==> config.mk <==
export PLATFORM = sky130hd
export DESIGN_NAME = ascon_hash_stream
export DESIGN_NICKNAME = d
export VERILOG_FILES = /design/src/rtl/ascon_hash_stream.sv
export SDC_FILE = /design/constraint.sdc
export NUM_CORES = 2
export LEC_CHECK = 0
export CORE_MARGIN = 2
export CORE_UTILIZATION = 50
export DETAILED_ROUTE_END_ITERATION = 8
export PLACE_DENSITY = 0.74
export SYNTH_ARGS = -nofsm -noshare
export SYNTH_HDL_FRONTEND = slang
export SYNTH_SLANG_ARGS = --single-unit
==> constraint.sdc <==
create_clock -name clk -period 7.92 [get_ports clk]
set_input_delay 0.792 -clock clk [delete_from_list [all_inputs] [get_ports clk]]
set_output_delay 0.792 -clock clk [all_outputs]
set_load 0.005 [all_outputs]
==> src/rtl/ascon_hash_stream.sv <==
// ascon_hash_stream
//   Streaming Ascon-Hash engine. A message arrives as big-endian 64-bit
//   words over a valid/ready input. The engine pads the message, runs the
//   Ascon permutation iteratively (UNROLL rounds per clock), and returns the
//   digest as 64-bit words over a valid/ready output.
//
// Ports
//   clk        rising-edge clock
//   rst_n      asynchronous active-low reset
//   start      begin a new hash (looked at only while idle)
//   in_valid   message word valid
//   in_ready   engine takes a message word this cycle (registered)
//   in_data    message word, byte 0 in bits 63:56
//   in_last    this is the final message word
//   in_bytes   valid bytes in the final word (0..8, larger values mean 8)
//   out_valid  digest word valid (held until out_ready)
//   out_ready  consumer takes the digest word
//   out_data   digest word (x0 of the state)
//   out_last   final digest word
//   busy       engine is not idle
module ascon_hash_stream #(
    parameter logic [63:0] IV        = 64'h00400c0000000100,
    parameter int          ROUNDS_A  = 12,
    parameter int          ROUNDS_B  = 12,
    parameter int          UNROLL    = 1,
    parameter int          OUT_WORDS = 4
) (
    input  logic        clk,
    input  logic        rst_n,
    input  logic        start,
    input  logic        in_valid,
    output logic        in_ready,
    input  logic [63:0] in_data,
    input  logic        in_last,
    input  logic [3:0]  in_bytes,
    output logic        out_valid,
    input  logic        out_ready,
    output logic [63:0] out_data,
    output logic        out_last,
    output logic        busy
);

    typedef enum logic [2:0] {
        S_IDLE    = 3'd0,
        S_INIT    = 3'd1,
        S_ABSORB  = 3'd2,
        S_PERM_B  = 3'd3,
        S_PAD     = 3'd4,
        S_FINAL   = 3'd5,
        S_SQUEEZE = 3'd6
    } state_t;

    localparam logic [3:0]  STEP_C      = 4'(UNROLL);
    localparam logic [3:0]  RA_C        = 4'(ROUNDS_A);
    localparam logic [3:0]  RB_C        = 4'(ROUNDS_B);
    localparam logic [3:0]  LAST_WORD_C = 4'(OUT_WORDS - 1);
    localparam logic [63:0] PAD_WORD_C  = 64'h8000000000000000;

    // 64-bit rotate right
    function automatic logic [63:0] ror64(input logic [63:0] v, input int n);
        return (v >> n) | (v << (64 - n));
    endfunction

    // Round constant for round r of a p-round permutation: the last round of
    // any permutation always uses the same constant as round 11 of p=12.
    function automatic logic [7:0] round_const(input logic [3:0] p, input logic [3:0] r);
        logic [7:0] idx;
        idx = {4'h0, 4'd12 - p + r};
        return 8'hf0 - (idx * 8'h0f);
    endfunction

    // One Ascon round: constant addition, bitsliced S-box, linear diffusion
    function automatic logic [4:0][63:0] ascon_round(input logic [4:0][63:0] s,
                                                      input logic [7:0]       c);
        logic [63:0] x0, x1, x2, x3, x4;
        logic [63:0] t0, t1, t2, t3, t4;
        x0 = s[0];
        x1 = s[1];
        x2 = s[2] ^ {56'h0, c};
        x3 = s[3];
        x4 = s[4];
        x0 = x0 ^ x4;
        x4 = x4 ^ x3;
        x2 = x2 ^ x1;
        t0 = ~x0 & x1;
        t1 = ~x1 & x2;
        t2 = ~x2 & x3;
        t3 = ~x3 & x4;
        t4 = ~x4 & x0;
        x0 = x0 ^ t1;
        x1 = x1 ^ t2;
        x2 = x2 ^ t3;
        x3 = x3 ^ t4;
        x4 = x4 ^ t0;
        x1 = x1 ^ x0;
        x0 = x0 ^ x4;
        x3 = x3 ^ x2;
        x2 = ~x2;
        x0 = x0 ^ ror64(x0, 19) ^ ror64(x0, 28);
        x1 = x1 ^ ror64(x1, 61) ^ ror64(x1, 39);
        x2 = x2 ^ ror64(x2, 1)  ^ ror64(x2, 6);
        x3 = x3 ^ ror64(x3, 10) ^ ror64(x3, 17);
        x4 = x4 ^ ror64(x4, 7)  ^ ror64(x4, 41);
        return {x4, x3, x2, x1, x0};
    endfunction

    state_t           state_r;
    state_t           ret_r;        // where PERM_B goes when it finishes
    logic [4:0][63:0] x_r;          // x_r[i] holds state word x_i
    logic [3:0]       rnd_r;        // index of the first round done this cycle
    logic [3:0]       wcnt_r;       // digest word index being squeezed
    logic             in_ready_r;
    logic             out_valid_r;
    logic             out_last_r;
    logic [63:0]      out_data_r;
    logic             busy_r;

    logic [3:0]       p_s;
    logic [4:0][63:0] perm_s;
    logic             perm_last_s;
    logic [3:0]       bytes_s;
    logic [63:0]      abs_word_s;

    // Round count of the permutation currently running
    always_comb begin
        if (state_r == S_PERM_B) begin
            p_s = RB_C;
        end else begin
            p_s = RA_C;
        end
    end

    // UNROLL rounds chained combinationally from the current state
    always_comb begin
        perm_s = x_r;
        for (int u = 0; u < UNROLL; u++) begin
            perm_s = ascon_round(perm_s, round_const(p_s, rnd_r + 4'(u)));
        end
    end

    assign perm_last_s = ((rnd_r + STEP_C) == p_s);
    assign bytes_s     = (in_bytes > 4'd8) ? 4'd8 : in_bytes;

    // Message word as absorbed: a short final word keeps its leading bytes,
    // gets 0x80 right after them and zeros beyond
    always_comb begin
        abs_word_s = in_data;
        if (in_last && (bytes_s != 4'd8)) begin
            for (int b = 0; b < 8; b++) begin
                if (4'(b) < bytes_s) begin
                    abs_word_s[63 - 8*b -: 8] = in_data[63 - 8*b -: 8];
                end else if (4'(b) == bytes_s) begin
                    abs_word_s[63 - 8*b -: 8] = 8'h80;
                end else begin
                    abs_word_s[63 - 8*b -: 8] = 8'h00;
                end
            end
        end else begin
            abs_word_s = in_data;
        end
    end

    // Control FSM, permutation state and registered outputs
    always_ff @(posedge clk or negedge rst_n) begin
        if (!rst_n) begin
            state_r     <= S_IDLE;
            ret_r       <= S_IDLE;
            x_r         <= '0;
            rnd_r       <= 4'd0;
            wcnt_r      <= 4'd0;
            in_ready_r  <= 1'b0;
            out_valid_r <= 1'b0;
            out_last_r  <= 1'b0;
            out_data_r  <= 64'h0;
            busy_r      <= 1'b0;
        end else begin
            case (state_r)
                S_IDLE: begin
                    if (start) begin
                        x_r     <= {64'h0, 64'h0, 64'h0, 64'h0, IV};
                        rnd_r   <= 4'd0;
                        busy_r  <= 1'b1;
                        state_r <= S_INIT;
                    end else begin
                        state_r <= S_IDLE;
                    end
                end
                S_INIT: begin
                    x_r <= perm_s;
                    if (perm_last_s) begin
                        rnd_r      <= 4'd0;
                        in_ready_r <= 1'b1;
                        state_r    <= S_ABSORB;
                    end else begin
                        rnd_r <= rnd_r + STEP_C;
                    end
                end
                S_ABSORB: begin
                    if (in_valid && in_ready_r) begin
                        x_r[0]     <= x_r[0] ^ abs_word_s;
                        in_ready_r <= 1'b0;
                        rnd_r      <= 4'd0;
                        if (!in_last) begin
                            ret_r   <= S_ABSORB;
                            state_r <= S_PERM_B;
                        end else if (bytes_s == 4'd8) begin
                            // a full final block still needs its own padding block
                            ret_r   <= S_PAD;
                            state_r <= S_PERM_B;
                        end else begin
                            state_r <= S_FINAL;
                        end
                    end else begin
                        state_r <= S_ABSORB;
                    end
                end
                S_PERM_B: begin
                    x_r <= perm_s;
                    if (perm_last_s) begin
                        rnd_r <= 4'd0;
                        case (ret_r)
                            S_ABSORB: begin
                                in_ready_r <= 1'b1;
                                state_r    <= S_ABSORB;
                            end
                            S_PAD: begin
                                state_r <= S_PAD;
                            end
                            S_SQUEEZE: begin
                                out_valid_r <= 1'b1;
                                out_data_r  <= perm_s[0];
                                out_last_r  <= (wcnt_r == LAST_WORD_C);
                                state_r     <= S_SQUEEZE;
                            end
                            default: begin
                                busy_r  <= 1'b0;
                                state_r <= S_IDLE;
                            end
                        endcase
                    end else begin
                        rnd_r <= rnd_r + STEP_C;
                    end
                end
                S_PAD: begin
                    x_r[0]  <= x_r[0] ^ PAD_WORD_C;
                    rnd_r   <= 4'd0;
                    state_r <= S_FINAL;
                end
                S_FINAL: begin
                    x_r <= perm_s;
                    if (perm_last_s) begin
                        rnd_r       <= 4'd0;
                        wcnt_r      <= 4'd0;
                        out_valid_r <= 1'b1;
                        out_data_r  <= perm_s[0];
                        out_last_r  <= (LAST_WORD_C == 4'd0);
                        state_r     <= S_SQUEEZE;
                    end else begin
                        rnd_r <= rnd_r + STEP_C;
                    end
                end
                S_SQUEEZE: begin
                    if (out_valid_r && out_ready) begin
                        out_valid_r <= 1'b0;
                        out_last_r  <= 1'b0;
                        if (out_last_r) begin
                            out_data_r <= 64'h0;
                            busy_r     <= 1'b0;
                            state_r    <= S_IDLE;
                        end else begin
                            wcnt_r  <= wcnt_r + 4'd1;
                            rnd_r   <= 4'd0;
                            ret_r   <= S_SQUEEZE;
                            state_r <= S_PERM_B;
                        end
                    end else begin
                        state_r <= S_SQUEEZE;
                    end
                end
                default: begin
                    in_ready_r  <= 1'b0;
                    out_valid_r <= 1'b0;
                    out_last_r  <= 1'b0;
                    busy_r      <= 1'b0;
                    state_r     <= S_IDLE;
                end
            endcase
        end
    end

    assign in_ready  = in_ready_r;
    assign out_valid = out_valid_r;
    assign out_last  = out_last_r;
    assign out_data  = out_data_r;
    assign busy      = busy_r;

endmodule

# Word level (Yosys, flattened, before mapping)
# Index checks and enable logic that the tools add are counted.
[classes]
n_mul = 1
n_reduce_logical = 28
mux = 74
add_sub_neg = 3
eq_ne = 32
bitwise_logic = 49
n_lt_le_gt_ge = 9
[ops]
columns = ["cell", "n"]
rows = [
  ["64-bit XOR", 22],
  ["256-bit case mux with 2 select lines", 1],
  ["64-bit two-way mux", 7],
  ["64-bit inverter", 6],
  ["64-bit bitwise AND", 5],
  ["320-bit two-way mux", 1],
  ["64-bit case mux with 4 select lines", 1],
  ["64-bit case mux with 3 select lines", 1],
  ["8-bit two-way mux", 16],
  ["23-bit by 64-bit OR with 64-bit output", 1],
  ["25-bit by 64-bit OR with 64-bit output", 1],
  ["3-bit by 64-bit OR with 64-bit output", 1],
  ["36-bit by 64-bit OR with 64-bit output", 1],
  ["45-bit by 64-bit OR with 64-bit output", 1],
  ["47-bit by 64-bit OR with 64-bit output", 1],
  ["54-bit by 64-bit OR with 64-bit output", 1],
  ["57-bit by 64-bit OR with 64-bit output", 1],
  ["58-bit by 64-bit OR with 64-bit output", 1],
  ["63-bit by 64-bit OR with 64-bit output", 1],
  ["64-bit by 8-bit XOR with 64-bit output", 1],
  ["3-bit two-way mux", 12],
  ["4-bit two-way mux", 9],
  ["3-bit case mux with 7 select lines", 1],
  ["4-bit case mux with 5 select lines", 1],
  ["other kinds (40)", 102],
]
[word_totals]
register_bits = 402
wordCells = 211

# Logic depth before layout (Yosys ltp)
[logic_depth]
word_depth = 13
depth_mapped = 18
mapped_depth_nobuf = 18

# Least setup slack after synthesis
# OpenSTA, ideal clock, no wires.
[synth_path]
kind = "register to register"
start = "register rnd_r[2]"
end = "register x_r[42] (netlist name)"
stages_incl_launch_ff = 17
setup_time_ns = 0.133
required_ns = 7.787
path_buffers = 0
setup_slack_ns = 3.952
arrival_time_ns = 3.835
cell_sequence = "dfrtp_1 > inv_1 > fa_1 > ha_1 > inv_1 > ha_1 > ha_1 > nor2b_1 > o21a_1 > o21ai_0 > nand2_1 > ha_1 > xnor2_1 > xnor2_2 > xnor3_1 > a221oi_1 > a21oi_1"
[synth_via]
elab_chain_cells = 10
[synth_rtl]
columns = ["item", "line", "source"]
rows = [
  ["start: declaration", "110", "logic [3:0] rnd_r;"],
  ["start signal: assignment", "195", "rnd_r <= rnd_r + STEP_C;"],
  ["start signal: assignment", "241", "rnd_r <= rnd_r + STEP_C;"],
  ["start signal: assignment", "259", "rnd_r <= rnd_r + STEP_C;"],
  ["4-bit by 4-bit multiplier with 8-bit output", "69", "return 8'hf0 - (idx * 8'h0f);"],
  ["8-bit subtractor", "69", ""],
  ["64-bit by 8-bit XOR with 64-bit output", "79", "x2 = s[2] ^ {56'h0, c};"],
  ["64-bit XOR", "84", "x2 = x2 ^ x1;"],
  ["64-bit bitwise AND", "86", "t1 = ~x1 & x2;"],
  ["64-bit XOR", "90", "x0 = x0 ^ t1;"],
  ["64-bit XOR", "96", "x0 = x0 ^ x4;"],
  ["36-bit by 64-bit OR with 64-bit output", "61", "return (v >> n) | (v << (64 - n));"],
  ["64-bit XOR", "99", "x0 = x0 ^ ror64(x0, 19) ^ ror64(x0, 28);"],
  ["64-bit case mux with 4 select lines", "177", "case (state_r)"],
  ["end signal: assignment", "180", "x_r <= {64'h0, 64'h0, 64'h0, 64'h0, IV};"],
  ["end signal: assignment", "189", "x_r <= perm_s;"],
  ["end signal: assignment", "218", "x_r <= perm_s;"],
  ["end: declaration", "109", "logic [4:0][63:0] x_r;"],
]
# Every way passes these cells.
# A chain may end at the register's enable or synchronous reset.

# Final worst setup path
[layout_path]
start = "register rnd_r[2]"
end = "register x_r[5] (netlist name)"
[layout_via]
elab_chain_cells = 10
[layout_rtl]
columns = ["item", "line"]
rows = [
  ["4-bit by 4-bit multiplier with 8-bit output", "69"],
  ["8-bit subtractor", "69"],
  ["64-bit by 8-bit XOR with 64-bit output", "79"],
  ["64-bit XOR", "84"],
  ["64-bit bitwise AND", "86"],
  ["64-bit XOR", "90"],
  ["64-bit XOR", "96"],
  ["64-bit XOR (2 in a row)", "99"],
  ["64-bit case mux with 4 select lines", "177"],
]
# Every way passes these cells.

==> results_dict.tcl <==
set metrics [dict create \
    io-pin-count 142 \
    finalHoldViolCount 0 \
    drtIter0Drc 3331 \
    synth_seq_cells 401 \
    layout_min_cycle_time_ps 4530 \
    fin_cells 4277 \
    h-tree-depth 2 \
    drive_gt1_frac 0.0635 \
    diodes 0 \
    overflow 0 \
    viasPerCell 5.96 \
    cts_buffer_depth 3 \
    cp_slowest_stage_delay_ps 670 \
    synth_top_area_frac 0.316 \
    ys_seq_area_frac 0.316 \
    post_cts_buffers 0 \
    synth_edf_count 0 \
    die_x_um 256 \
    path_common_cell "ha_1" \
    worst_ep_required_time_ps 8470 \
    grt_usage 0.357 \
    cts-root-buf "clkbuf_16" \
    synth_cells 3283 \
    placed_cells 4194 \
    setup-violations-final 0 \
    max_slew_margin 0.00780 \
    cp_data_arrival_time_ps 5070 \
    syn2layout_area_growth_pct 12.3 \
    rsz0062_at_grt "no" \
    synthArstFlopShare 1.00 \
    grt_pass1_vias 24100 \
    antenna_found_initial 0 \
    place_congestion 1.06 \
    clock_sinks 401 \
    fmax_mhz 221 \
    dr.pass1.iters 6 \
    grt_max_degree 120 \
    layout_worst_path_cycle_share 0.571 \
    drt_wl_total_um 118000 \
    status "complete, but fails checks" \
    crit_fanout 7 \
    setup_tns_ps 0 \
    synthTopCellsByArea "dfrtp_1, xnor2_1, xor2_1" \
    cp_cell_sequence "inv_1 > fa_1 > ha_1 > inv_1 > ha_1 > ha_1 > a21o_1 > a21oi_1 > xnor2_1 > ha_1 > xnor2_1 > xnor2_1 > xor3_1 > o22ai_1 > a22o_1" \
    cts_resized 0 \
    max_cap_violations 1 \
    wire_per_inst_um 27.6 \
    clk_pin_slew_ps 60 \
    yosysUniqueCellTypes 61 \
    end_kind "flop" \
    ant_nets 0 \
    chipHeight_um 256 \
    yosysMostFrequentCell "xnor2_1" \
    final_util 0.566 \
    grt_pass1_wl_um 170000 \
    crit_path_start "rnd_r[2]" \
    start_util 0.504 \
    syn-cell-area_sq_um 31800 \
    dp_hpwl_um 92400 \
    yosysWarningCount 0 \
    numPortBuffers 141 \
    path_buf_inv 2 \
    ys_dominant_reg_cell "dfrtp_1" \
    cts_tree "done" \
    violations "capacitance limit" \
    hold_buffers 0 \
    die_area_sq_um 65500 \
    r2r-start "rnd_r[2]" \
    core_area_sq_um 63000 \
    hold_class "in2async" \
    finClkSkew_ps 18.1 \
    clock_latency_ps 620 \
    rows 92 \
    critical_path.top_delay_family "adder cells" \
    crit_path_start_kind "flop" \
    netlist_top_cells_count "xnor2_1, nand2_1, dfrtp_1" \
    cts_buffers 46 \
    nets 3622 \
    syn_nets 3509 \
    drv_slew 0 \
    syn_avg_cell_area_sq_um 9.67 \
    netlist.top_cell.by_area "dfrtp_1" \
    vias 25500 \
    critPathSlowestCell "xnor2_1" \
    worstMarginPinSlew_ps 1480 \
    drc 0 \
    worst-setup-path-type "reg2reg" \
]
==> final cells by class <==
class                           instances  area, sq um
Tap cell                              846         1060
Sequential cell                       401        10000
Clock buffer                           66         1320
Timing Repair Buffer                  174         1690
Fill cell                            5508        27300
Clock inverter                         17          209
Inverter                              175          657
Multi-Input combinational cell       2598        20700
==> path summary, 6_finish.rpt <==
| kind | cells past startpoint | slack, ps | end |
|---|---|---|---|
| min | 1 | 240 | x_r[319] |
| min in group clk | 2 | 480 | out_data[1] |
| max | 15 | 3390 | x_r[5] |
| min reg2reg | 2 | 480 | out_data[1] |
| max in group asynchronous | 2 | 6350 | wcnt_r[2] |
| max reg2reg | 15 | 3390 | x_r[5] |
==> per-stage QoR <==
step,hold slack [ps],worst slack [ps],area [sq um]
after CTS,289,3440,35700
after global routing,319,3170,35700
final,242,3390,35700
after detailed placement,471,3470,34100
after floorplan,447,3950,31800
after global placement,465,3590,34100
==> placed cells by master, fill, tap and decap left out, drive strengths merged, types with 3 or more instances in the layout <==
cell / instances
a21o: 3
a21oi: 89
a221oi: 5
a22o: 143
a22oi: 34
a31oi: 3
buf: 34
bufinv: 4
clkbuf: 66
clkdlybuf4s50: 140
clkinv: 9
dfrtp: 401
ha: 150
inv: 177
maj3: 23
mux2: 3
mux2i: 20
nand2: 482
nand2b: 7
nand3: 9
nor2: 105
nor2b: 5
nor3: 8
o21a: 3
o21ai: 278
o22ai: 36
o31ai: 6
o32a: 4
xnor2: 797
xnor3: 53
xor2: 284
xor3: 22
==> worst register-to-register path, stage by stage (launching register included) <==
cell	delay, ps
dfrtp_1	450
inv_1	190
fa_1	450
ha_1	290
inv_1	40
ha_1	310
ha_1	280
a21o_1	190
a21oi_1	200
xnor2_1	200
ha_1	250
xnor2_1	100
xnor2_1	670
xor3_1	470
o22ai_1	200
a22o_1	180
==> metal layers <==
layer	GRT usage	vias to the layer above	routed length [um]
met4	0.250	0	10000
met2	0.519	1568	49400
met1	0.468	12500	44800
li1	-	11100	-
met5	0	-	0
met3	0.0840	353	13800
==> cell families after synthesis <==
kind of cell | count (synthesis) | synth area share
xor+xnor | 1156 | 0.374
simple gates | 625 | 0.0768
compound gates | 619 | 0.124
flops | 401 | 0.316
buf+inv | 284 | 0.0345
fa+ha+maj | 175 | 0.0676
mux | 23 | 0.00776
==> flip-flops by register name, summed over array words and instances (netlist names) <==
signal and cells:
out_data 64, x_r 320, state_r 3, out_last 1, rnd_r 4, out_valid 1
ret_r 2, wcnt_r 4, in_ready 1, busy 1
Power is left out: the tool's default activity adds up to more than one toggle a clock period on the data nets, which glitch-free logic cannot reach.
